===== src/rtl/pwm_duty_decoder_pkg.sv =====
// Shared definitions for the PWM receive path.
//   DUTY_W      width of the duty code (0..10 in 10% steps)
//   DUTY_MAX    code for 100% duty
//   NOM_PERIOD  nominal source period in clk cycles (10 us @ 100 MHz)
//   quant_state_e  states of the sequential round-divide in pwm_duty_quant
package pwm_duty_decoder_pkg;

  localparam int                  DUTY_W     = 4;
  localparam logic [DUTY_W-1:0]   DUTY_MAX   = 4'd10;
  localparam int                  NOM_PERIOD = 1000;

  typedef enum logic [1:0] {
    Q_IDLE,
    Q_LOAD,
    Q_STEP,
    Q_DONE
  } quant_state_e;

endpackage


===== src/rtl/pwm_duty_quant.sv =====
// Sequential round-divide: code = min(10, round-half-up(10*H/P)).
// Computed as floor((20*H + P) / (2*P)) by repeated subtraction-free
// comparison: acc walks 2P, 4P, ... and k counts how many multiples fit.
// One comparison per cycle, at most 10 steps, so the result is ready well
// inside the shortest legal period.
// Ports:
//   clk, reset  clock and asynchronous active-high reset (aborts a division)
//   start       1-cycle request; ignored unless idle
//   high        measured high time H (cycles)
//   period      measured period P (cycles)
//   done        1-cycle pulse while the result is presented
//   code        quantized duty 0..10, valid while done is high
module pwm_duty_quant
  import pwm_duty_decoder_pkg::*;
#(
  parameter int CNT_W = 12
) (
  input  logic              clk,
  input  logic              reset,
  input  logic              start,
  input  logic [CNT_W-1:0]  high,
  input  logic [CNT_W-1:0]  period,
  output logic              done,
  output logic [DUTY_W-1:0] code
);

  // 20*H + P needs 5 extra bits over the counter width.
  localparam int NUM_W = CNT_W + 5;

  // Numerator of the rounded ratio: adding P before dividing by 2P
  // turns the floor into round-half-up.
  function automatic logic [NUM_W-1:0] round_num(input logic [CNT_W-1:0] h,
                                                  input logic [CNT_W-1:0] p);
    round_num = (NUM_W'(h) << 4) + (NUM_W'(h) << 2) + NUM_W'(p);
  endfunction

  quant_state_e       state, state_nx;
  logic [CNT_W-1:0]   h_q, p_q;
  logic [NUM_W-1:0]   num, acc;
  logic [DUTY_W-1:0]  k;
  logic               step_go;

  // Clamping at DUTY_MAX covers H >= P (glitchy or >100% measurements).
  assign step_go = (num >= acc) && (k < DUTY_MAX);
  assign done    = (state == Q_DONE);
  assign code    = k;

  always_comb begin
    state_nx = state;
    case (state)
      Q_IDLE:  if (start) state_nx = Q_LOAD;
      Q_LOAD:  state_nx = Q_STEP;
      Q_STEP:  if (!step_go) state_nx = Q_DONE;
      Q_DONE:  state_nx = Q_IDLE;
      default: state_nx = Q_IDLE;
    endcase
  end

  always_ff @(posedge clk or posedge reset) begin
    if (reset) begin
      state <= Q_IDLE;
      h_q   <= '0;
      p_q   <= '0;
      num   <= '0;
      acc   <= '0;
      k     <= '0;
    end else begin
      state <= state_nx;
      case (state)
        Q_IDLE: begin
          if (start) begin
            h_q <= high;
            p_q <= period;
          end
        end
        Q_LOAD: begin
          num <= round_num(h_q, p_q);
          acc <= NUM_W'({p_q, 1'b0});
          k   <= '0;
        end
        Q_STEP: begin
          if (step_go) begin
            acc <= acc + NUM_W'({p_q, 1'b0});
            k   <= k + 1'b1;
          end
        end
        default: ;
      endcase
    end
  end

endmodule


===== src/rtl/pwm_duty_decoder.sv =====
// Receive side of the PWM link. Synchronizes an external PWM waveform,
// measures period and high time between rising edges, and quantizes the
// duty cycle to the same 0..10 code the PWM generator accepts.
// Ports:
//   clk         system clock
//   reset       asynchronous active-high reset, clears all state
//   pwm_in      asynchronous PWM input from the pin
//   duty_code   decoded duty 0..10, holds the last result
//   duty_valid  1-cycle pulse when duty_code/period_out/high_out update
//   period_out  last measured period in cycles (0 after a static-level decode)
//   high_out    last measured high time in cycles (0 after a static-level decode)
//   period_err  1-cycle pulse when a period shorter than MIN_PERIOD is seen
module pwm_duty_decoder
  import pwm_duty_decoder_pkg::*;
#(
  parameter int CNT_W      = 12,
  parameter int MIN_PERIOD = 16,
  parameter int TIMEOUT    = 2047
) (
  input  logic              clk,
  input  logic              reset,
  input  logic              pwm_in,
  output logic [DUTY_W-1:0] duty_code,
  output logic              duty_valid,
  output logic [CNT_W-1:0]  period_out,
  output logic [CNT_W-1:0]  high_out,
  output logic              period_err
);

  localparam logic [CNT_W-1:0] CNT_MAX = '1;
  localparam logic [CNT_W-1:0] MIN_P   = CNT_W'(MIN_PERIOD);
  localparam logic [CNT_W-1:0] TO_CNT  = CNT_W'(TIMEOUT);
  localparam logic [CNT_W-1:0] CNT_ONE = CNT_W'(1);

  logic              pwm_meta, pwm_s, pwm_d;
  logic              rise;
  logic [CNT_W-1:0]  cnt_per, cnt_hi;
  logic              armed;
  logic [CNT_W-1:0]  cap_per;
  logic              short_per;
  logic              q_start;
  logic              timeout_hit;
  logic [CNT_W-1:0]  meas_per, meas_hi;
  logic              q_done;
  logic [DUTY_W-1:0] q_code;

  // Pre-update counter values describe the period that just ended. While
  // armed, timeout keeps cnt_per below 2^CNT_W-1, so +1 cannot wrap.
  assign rise        = pwm_s & ~pwm_d;
  assign cap_per     = cnt_per + 1'b1;
  assign short_per   = (cap_per < MIN_P);
  assign q_start     = rise & armed & ~short_per;
  // cnt_per passes TIMEOUT exactly once per edge-free stretch, so the
  // static-level decode fires once; a coincident rise takes precedence.
  assign timeout_hit = (cnt_per == TO_CNT) & ~rise;

  pwm_duty_quant #(
    .CNT_W (CNT_W)
  ) u_quant (
    .clk    (clk),
    .reset  (reset),
    .start  (q_start),
    .high   (cnt_hi),
    .period (cap_per),
    .done   (q_done),
    .code   (q_code)
  );

  always_ff @(posedge clk or posedge reset) begin
    if (reset) begin
      pwm_meta   <= 1'b0;
      pwm_s      <= 1'b0;
      pwm_d      <= 1'b0;
      cnt_per    <= '0;
      cnt_hi     <= '0;
      armed      <= 1'b0;
      meas_per   <= '0;
      meas_hi    <= '0;
      period_err <= 1'b0;
      duty_valid <= 1'b0;
      duty_code  <= '0;
      period_out <= '0;
      high_out   <= '0;
    end else begin
      // Synchronizer and edge-detect stage
      pwm_meta <= pwm_in;
      pwm_s    <= pwm_meta;
      pwm_d    <= pwm_s;

      // Measurement stage: the rise cycle itself is the first high cycle
      if (rise) begin
        cnt_per <= '0;
        cnt_hi  <= CNT_ONE;
      end else begin
        if (cnt_per != CNT_MAX) cnt_per <= cnt_per + 1'b1;
        if (pwm_s && (cnt_hi != CNT_MAX)) cnt_hi <= cnt_hi + 1'b1;
      end

      if (rise)             armed <= 1'b1;
      else if (timeout_hit) armed <= 1'b0;

      period_err <= rise & armed & short_per;

      // The quantizer only sees H/P at start; keep them for the result.
      if (q_start) begin
        meas_per <= cap_per;
        meas_hi  <= cnt_hi;
      end

      // Result stage
      duty_valid <= 1'b0;
      if (q_done) begin
        duty_code  <= q_code;
        period_out <= meas_per;
        high_out   <= meas_hi;
        duty_valid <= 1'b1;
      end else if (timeout_hit) begin
        duty_code  <= pwm_s ? DUTY_MAX : '0;
        period_out <= '0;
        high_out   <= '0;
        duty_valid <= 1'b1;
      end
    end
  end

endmodule


===== config.mk =====
export PLATFORM = sky130hd
export DESIGN_NAME = pwm_duty_decoder
export DESIGN_NICKNAME = d
export VERILOG_FILES = /design/src/rtl/pwm_duty_decoder_pkg.sv /design/src/rtl/pwm_duty_quant.sv /design/src/rtl/pwm_duty_decoder.sv
export SDC_FILE = /design/constraint.sdc
export NUM_CORES = 1
export LEC_CHECK = 0
export ABC_AREA = 1
export ABC_CLOCK_PERIOD_IN_PS = 4700
export CAP_MARGIN = 10
export CELL_PAD_IN_SITES_DETAIL_PLACEMENT = 0
export CELL_PAD_IN_SITES_GLOBAL_PLACEMENT = 1
export CORE_MARGIN = 3
export CORE_UTILIZATION = 30
export DETAILED_ROUTE_END_ITERATION = 16
export DONT_BUFFER_PORTS = 1
export GPL_TIMING_DRIVEN = 0
export HOLD_SLACK_MARGIN = 0.02
export PLACE_DENSITY_LB_ADDON = 0.25
export SKIP_LAST_GASP = 1
export SLEW_MARGIN = 30
export SYNTH_ARGS = -nofsm -noshare
export SYNTH_HDL_FRONTEND = slang
export SYNTH_SLANG_ARGS = --single-unit

===== constraint.sdc =====
create_clock -name clk -period 4.7 [get_ports clk]
set_clock_uncertainty 0.1 [all_clocks]
set_input_delay 0.705 -clock clk [delete_from_list [all_inputs] [get_ports clk]]
set_output_delay 0.705 -clock clk [all_outputs]
set_load 0.03 [all_outputs]

==> run_results.csv, run 1 <==
group,metric,value,unit
synth,yosys-top-cells-count,"nand2_1, dfrtp_1, inv_1",
die,core-area,25500,sq um
routing,wirelength,19.9,mm
synth,yosysWarnings,0,
timing,slew_viol_final,0,
timing,worst_pin_slew,0.634,ns
routing,post-route-drc-count,0,
grt,grt_pass1_wl,34.0,mm
setup_path,crit_fanout,4,
synth,synthMostInstantiatedCell,"nand2_1",
timing,whs,0.111,ns
clock_tree,tritoncts,"built",
routing,top_layer,"met4",
die,start_util,31.0,%
timing,rsz0062_at_grt,"no",
place,port_buffers,0,
synth,synth_area,7910,sq um
final_layout,final_util,34.9,%
die,io_pins,33,
setup_path,cp.arrival,3.02,ns
place,postPlaceCellArea,8360,sq um
timing,hold_violations,0,
final_layout,final_net_count,1037,
die,dieArea,28400,sq um
die,dieWidth,168,microns
setup_path,cp-end-kind,"flip-flop",
routing,wl_met2,9.27,mm
routing,drtAntennaViolNets,0,
pwr,p_leak,4.40,nW
routing,dr_wl_met3,565,microns
timing,fin_crit_sh,59.7,%
timing,period_minus_slack,2.80,ns
final_layout,layout-drive-gt1-share,7.01,%
setup_path,required,4.91,ns
clock_tree,cts_buffers,17,
setup_path,path_class,"reg -> reg",
clock_tree,cts_root_buf,"clkbuf_16",
clock_tree,worstSkewPairLatency,0.43,ns
synth,syn_area_per_cell,8.31,sq um
clock_tree,post-cts-setup-buffer-count,0,
synth,syn-num-nets,1017,
synth,synth.area.top_cells,"dfrtp_1, nand2_1, ha_1",
grt,grt_max_degree,83,
die,num_rows,58,
synth,postSynth.asyncResetShare,100,%
pwr,p_per_area,429,nW/um^2
routing,met1Wirelength,9.91,mm
grt,grt_overflow_total,0,
setup_path,critPathLaunchType,"flip-flop",
final_layout,diodes,0,
place,gp_congestion,0.786,
run_status,outcome,"completed",
clock_tree,htreeDepth,4,
timing,slew_headroom,57.7,%
synth,ys.flop_type,"dfrtp_1",
routing,dr.first_iter.drc_count,364,
die,die_h,168,microns
timing,max_freq,0.357,GHz
grt,grtUsageTotal,15.0,%
run,max_cap_viol_count,0,
clock_tree,cts_hold_buffers,0,
routing,via_per_inst,4.62,
final_layout,final_area,8910,sq um
timing,tns,0,ns
synth,synth_edf_count,0,
pwr,power,3.82,mW
routing,wl_per_cell,15.2,microns
pwr,irDropWorstVdd,0.000236,V
place,dp.final_hpwl,15.3,mm
synth,ys_types,34,
final_layout,area_growth,12.7,%
routing,drt_pass1_iterations,5,
synth,synth_cells,952,
grt,antenna_found_initial,0,
clock_tree,clkTransAtPathRegs,0.06,ns
clock_tree,ctsResizeCount,0,
synth,ys_seq_area_share,45.9,%
worst_hold_path,hold_path.class,"in -> async",
grt,grt_pass1_vias,6239,
clock_tree,cts_sinks,145,
clock_tree,clk_path_buf_depth,2,
synth,synth_area_leader_cell,"dfrtp_1",
routing,vias,6075,
timing,report.final.setup_viol,0,
synth,ys_seq_elements,145,
synth,synth_top_cell_area_share,45.9,%
[per-layer routing]
metal | track usage, % | vias to the layer above
li1 | - | 3165
met1 | 20.9 | 2830
met2 | 24.4 | 65
met3 | 2.77 | 15
met4 | 3.52 | 0
met5 | 0 | -
[critical path, cell delays in order, from the launching register on]
cell     delay, ns
dfrtp_1       0.46
fa_1          0.58
inv_1         0.06
fa_1          0.41
inv_1         0.09
nand3_1       0.09
nand2_1       0.13
a21oi_1       0.11
o21ai_0       0.29
nand2_1       0.13
nand2_1       0.08
nand2_1       0.04
nand3_1       0.07
nand2_1       0.05
[final cells by class]
cell class                      instances  area (sq um)
Buffer                                 26           146
Clock inverter                         14           124
Sequential cell                       145          3630
Timing Repair Buffer                    1          27.5
Tap cell                              330           413
Multi-Input combinational cell        664          3700
Clock buffer                           18           429
Inverter                              117           447
Fill cell                            2688         16600
[worst paths after layout]
path / from / to / slack, ns / depth (start not counted)
worst min-delay path: reset / u_quant.code[3] / 0.11 / 1
worst min register to register: pwm_meta / pwm_s / 0.26 / 0
max in group asynchronous: reset / cnt_hi[10] / 3.65 / 2
worst max register to register: u_quant.p_q[4] / u_quant.num[13] / 1.90 / 13
min in group clk: pwm_in / pwm_meta / 0.20 / 0
worst max-delay path: u_quant.p_q[4] / u_quant.num[13] / 1.90 / 13
[state kept, by name, indices dropped and copies added (netlist names)]
signal	flops
u_quant.code	4
duty_valid	1
u_quant.state	2
period_out	12
pwm_s	1
duty_code	4
meas_hi	12
cnt_per	12
u_quant.num	17
high_out	12
armed	1
pwm_d	1
cnt_hi	12
u_quant.acc	16
pwm_meta	1
meas_per	12
u_quant.p_q	12
period_err	1
u_quant.h_q	12
[cells by family (layout without fill, tap and decap cells)]
kind of cell | count (synthesis) | in the layout | share of synthesized area [%]
AOI/OAI and AO/OA | 183 | 183 | 13.3
xor gates and xnor gates | 10 | 10 | 1.11
adders and majority gates | 62 | 62 | 10.8
buffers and inverters | 143 | 176 | 7.40
DFF | 145 | 145 | 45.9
and+or+nand+nor | 409 | 409 | 21.6
[metrics by stage]
stage | instances | worst slack (ns)
floorplan | 952 | 0.000370
global placement | 1282 | -1.90
detailed placement | 1283 | 1.88
CTS | 1315 | 1.88
global route | 1315 | 1.67
finish | 1315 | 1.90
[report_power, final]
| part | internal [mW] | switching (mW) |
|---|---|---|
| clock network | 0.693 | 0.585 |
| registers | 1.40 | 0.199 |
| logic | 0.291 | 0.659 |
| total | 2.38 | 1.44 |
[layout by cell type, fill, tap and decap left out, types with 2 or more instances in the layout]
cell type / Yosys / final
xor2_1: 8 / 8
xnor2_1: 2 / 2
clkbuf_16: 0 / 17
ha_1: 52 / 52
buf_6: 5 / 5
dfrtp_1: 145 / 145
clkinvlp_4: 0 / 2
nand3_1: 55 / 55
o21ai_2: 7 / 7
nand3b_1: 2 / 2
clkinv_1: 2 / 2
nand4_1: 10 / 10
inv_8: 0 / 4
a21oi_1: 38 / 38
clkinv_4: 0 / 5
nor2_4: 2 / 2
a22o_1: 24 / 24
nand2_1: 262 / 262
or2_2: 3 / 3
o21ai_1: 22 / 22
nand3_2: 3 / 3
o2111ai_1: 2 / 2
o21ai_0: 82 / 82
a31oi_1: 5 / 5
nand2_2: 5 / 5
inv_6: 0 / 3
nor2_1: 57 / 57
nor3_1: 7 / 7
buf_2: 9 / 9
clkbuf_1: 12 / 13
inv_1: 114 / 113
fa_1: 10 / 10
No activity file was read; power rests on OpenSTA's default activity.
==> run 2: changes to the inputs <==
--- a/config.mk
+++ b/config.mk
@@ -6,7 +6,7 @@
 export NUM_CORES = 1
 export LEC_CHECK = 0
 export ABC_AREA = 1
-export ABC_CLOCK_PERIOD_IN_PS = 4700
+export ABC_CLOCK_PERIOD_IN_PS = 2370
 export CAP_MARGIN = 10
 export CELL_PAD_IN_SITES_DETAIL_PLACEMENT = 0
 export CELL_PAD_IN_SITES_GLOBAL_PLACEMENT = 1
==> constraint.sdc (replaced) <==
create_clock -name clk -period 2.37 [get_ports clk]
set_clock_uncertainty 0.1 [all_clocks]
set_input_delay 0.3555 -clock clk [delete_from_list [all_inputs] [get_ports clk]]
set_output_delay 0.3555 -clock clk [all_outputs]
set_load 0.03 [all_outputs]
==> run_results.csv, run 2 (synthesis gave the netlist of run 1 again) <==
group,metric,value,unit
timing,slew_headroom,60.8,%
routing,drtAntennaViolNets,0,
setup_path,crit_fanout,4,
place,postPlaceCellArea,8490,sq um
pwr,power,8.06,mW
clock_tree,htreeDepth,4,
setup_path,required,2.59,ns
setup_path,crit_chain,"fa_1 > ha_4 > a21oi_4 > o21ai_2 > nand2_2 > nand3_2 > nand2_2 > nand2_2 > or2_4 > nand3_2 > nand2_1",
routing,vias,6255,
final_layout,layout_commonest_cell,"nand2_1",
clock_tree,cts_buffers,17,
place,gp_congestion,0.794,
timing,fin_crit_sh,99.4,%
setup_path,cp-end-kind,"flip-flop",
setup_path,cp.arrival,2.57,ns
final_layout,final_area,9580,sq um
worst_hold_path,hold_path.class,"reg -> reg",
setup_path,ff2ff_setup_slack,0.01,ns
routing,dr.first_iter.drc_count,339,
pwr,swShare,36.6,%
setup_path,r2r_start,"u_quant.h_q[3]",
final_layout,layout_common_cells,"nand2_1, dfrtp_1, inv_1, o21ai_0, nor2_1",
setup_path,critPathBufInv,0,
worst_hold_path,min_to,"pwm_s",
timing,rsz0062_at_grt,"yes",
setup_path,cp_common_cell,"nand2_2",
grt,grt_pass1_wl,34.4,mm
final_layout,top_register,"u_quant.num",
timing,period_minus_slack,2.36,ns
final_layout,diodes,0,
final_layout,fillers,2624,
final_layout,layout-drive-gt1-share,15.7,%
place,port_buffers,0,
pwr,p_leak,4.61,nW
timing,max_freq,0.424,GHz
timing,hold_violations,0,
timing,report.final.setup_viol,0,
run,max_cap_viol_count,0,
die,num_rows,58,
run_status,outcome,"completed",
routing,wl_per_cell,15.6,microns
setup_path,critPathLaunchType,"flip-flop",
die,dieArea,28400,sq um
place,placed_cells,1288,
setup_path,r2r.worst_path.cells,11,
die,die_h,168,microns
setup_path,reg2reg_to,"u_quant.num[14]",
die,start_util,31.0,%
worst_hold_path,worstHoldStart,"pwm_meta",
clock_tree,clk_path_buf_depth,2,
grt,grt_pass1_vias,6234,
grt,grt_max_degree,26,
final_layout,largest_reg_flops,17,
setup_path,max_stage_delay,0.58,ns
grt,grtUsageTotal,15.4,%
pwr,clkPwrFrac,34.3,%
grt,antenna_found_initial,0,
pwr,power_frac_comb,26.4,%
pwr,p_per_area,841,nW/um^2
routing,post-route-drc-count,0,
worst_hold_path,hold_depth,0,
routing,wirelength,21.1,mm
pwr,internal_power,5.11,mW
clock_tree,cts_sinks,145,
setup_path,slowest_stage,"fa_1",
pwr,p_switching,2.95,mW
timing,worst_pin_slew,0.588,ns
timing,tns,0,ns
clock_tree,tritoncts,"built",
timing,whs,0.258,ns
final_layout,area_growth,21.1,%
final_layout,top_regs,"u_quant.num: 17 flops, u_quant.acc: 16 flops",
final_layout,final_net_count,1071,
die,io_pins,33,
clock_tree,cts_root_buf,"clkbuf_16",
setup_path,path_delay_family,"adder cells",
setup_path,path_class,"reg -> reg",
die,dieWidth,168,microns
routing,drt_pass1_iterations,5,
pwr,irDropWorstVdd,0.000492,V
place,dp.final_hpwl,16.0,mm
clock_tree,clkTransAtPathRegs,0.06,ns
die,core-area,25500,sq um
final_layout,finalNonFillerCells,1349,
grt,grt_overflow_total,0,
routing,via_per_inst,4.64,
clock_tree,worstSkewPairLatency,0.43,ns
pwr,seq_power_share,39.3,%
timing,slew_viol_final,0,
-- run 2: cell count changes in the layout (fill, tap and decap cells not counted), sizes merged --
cell / previous run / this run
buf: 15 / 49
bufinv: 0 / 2
clkbuf: 30 / 29
clkinv: 8 / 4
clkinvlp: 2 / 5
dlygate4sd3: 0 / 2
inv: 121 / 119
-- run 2: worst reg2reg max path: stages (launching register included) --
cell and delay (ns):
dfrtp_2 0.44, fa_1 0.58, ha_4 0.23, a21oi_4 0.16, o21ai_2 0.08, nand2_2 0.09, nand3_2 0.09, nand2_2 0.08
nand2_2 0.06, or2_4 0.23, nand3_2 0.06, nand2_1 0.05
-- run 2: final cells by class --
class                           count  area (sq um)  share of cell area, %
Sequential cell                   145          3650                   38.1
Inverter                          117           444                   4.64
Clock inverter                     13           150                   1.57
Multi-Input combinational cell    664          3960                   41.3
Clock buffer                       19           443                   4.62
Tap cell                          330           413                   4.31
Timing Repair Buffer               36           373                   3.89
Buffer                             25           151                   1.58
-- run 2: power groups by stage --
stage	registers [mW]	logic (mW)	clock network (mW)
2_1_floorplan	3.13	1.36	0
3_3_place_gp	3.22	1.95	0
3_5_place_dp	3.22	1.98	0
4_1_cts	3.17	2.06	2.82
5_1_grt	3.21	2.46	2.92
6_report	3.17	2.13	2.76
-- run 2: metrics by stage --
stage / setup slack (ns) / utilization (%)
4_1_cts: -0.119 / 36.4
5_1_grt: -0.105 / 37.5
2_1_floorplan: 0.00368 / -
6_report: 0.0139 / 37.5
3_5_place_dp: -0.303 / 33.2
3_3_place_gp: -0.869 / 32.7
-- run 2: per-layer routing --
metal	up-vias	wire length [microns]	GRT usage [%]
li1	3228	-	-
met4	0	207	3.77
met5	-	0	0
met3	14	745	2.89
met2	79	9920	25.0
met1	2934	10200	21.2
-- run 2: repair_timing --
item,in CTS,in global routing
resized for setup,33,42
hold buffers,2,0
pin swaps,7,22
endpoints found under the hold margin,16,0
endpoints found under the setup margin,29,79
setup buffers,7,21
-- run 2: worst max path at each step --
stage               slack, ns  cells after the start         endpoint       startpoint
detailed placement      -0.30                     11  u_quant.num[14]   u_quant.p_q[5]
CTS                     -0.12                     11  u_quant.num[14]  u_quant.p_q[11]
global route            -0.11                     13  u_quant.num[13]   u_quant.p_q[4]
floorplan               0.004                     11  u_quant.num[14]   u_quant.p_q[7]
finish                   0.01                     11  u_quant.num[14]   u_quant.h_q[3]
global placement        -0.87                      1      high_out[8]            reset
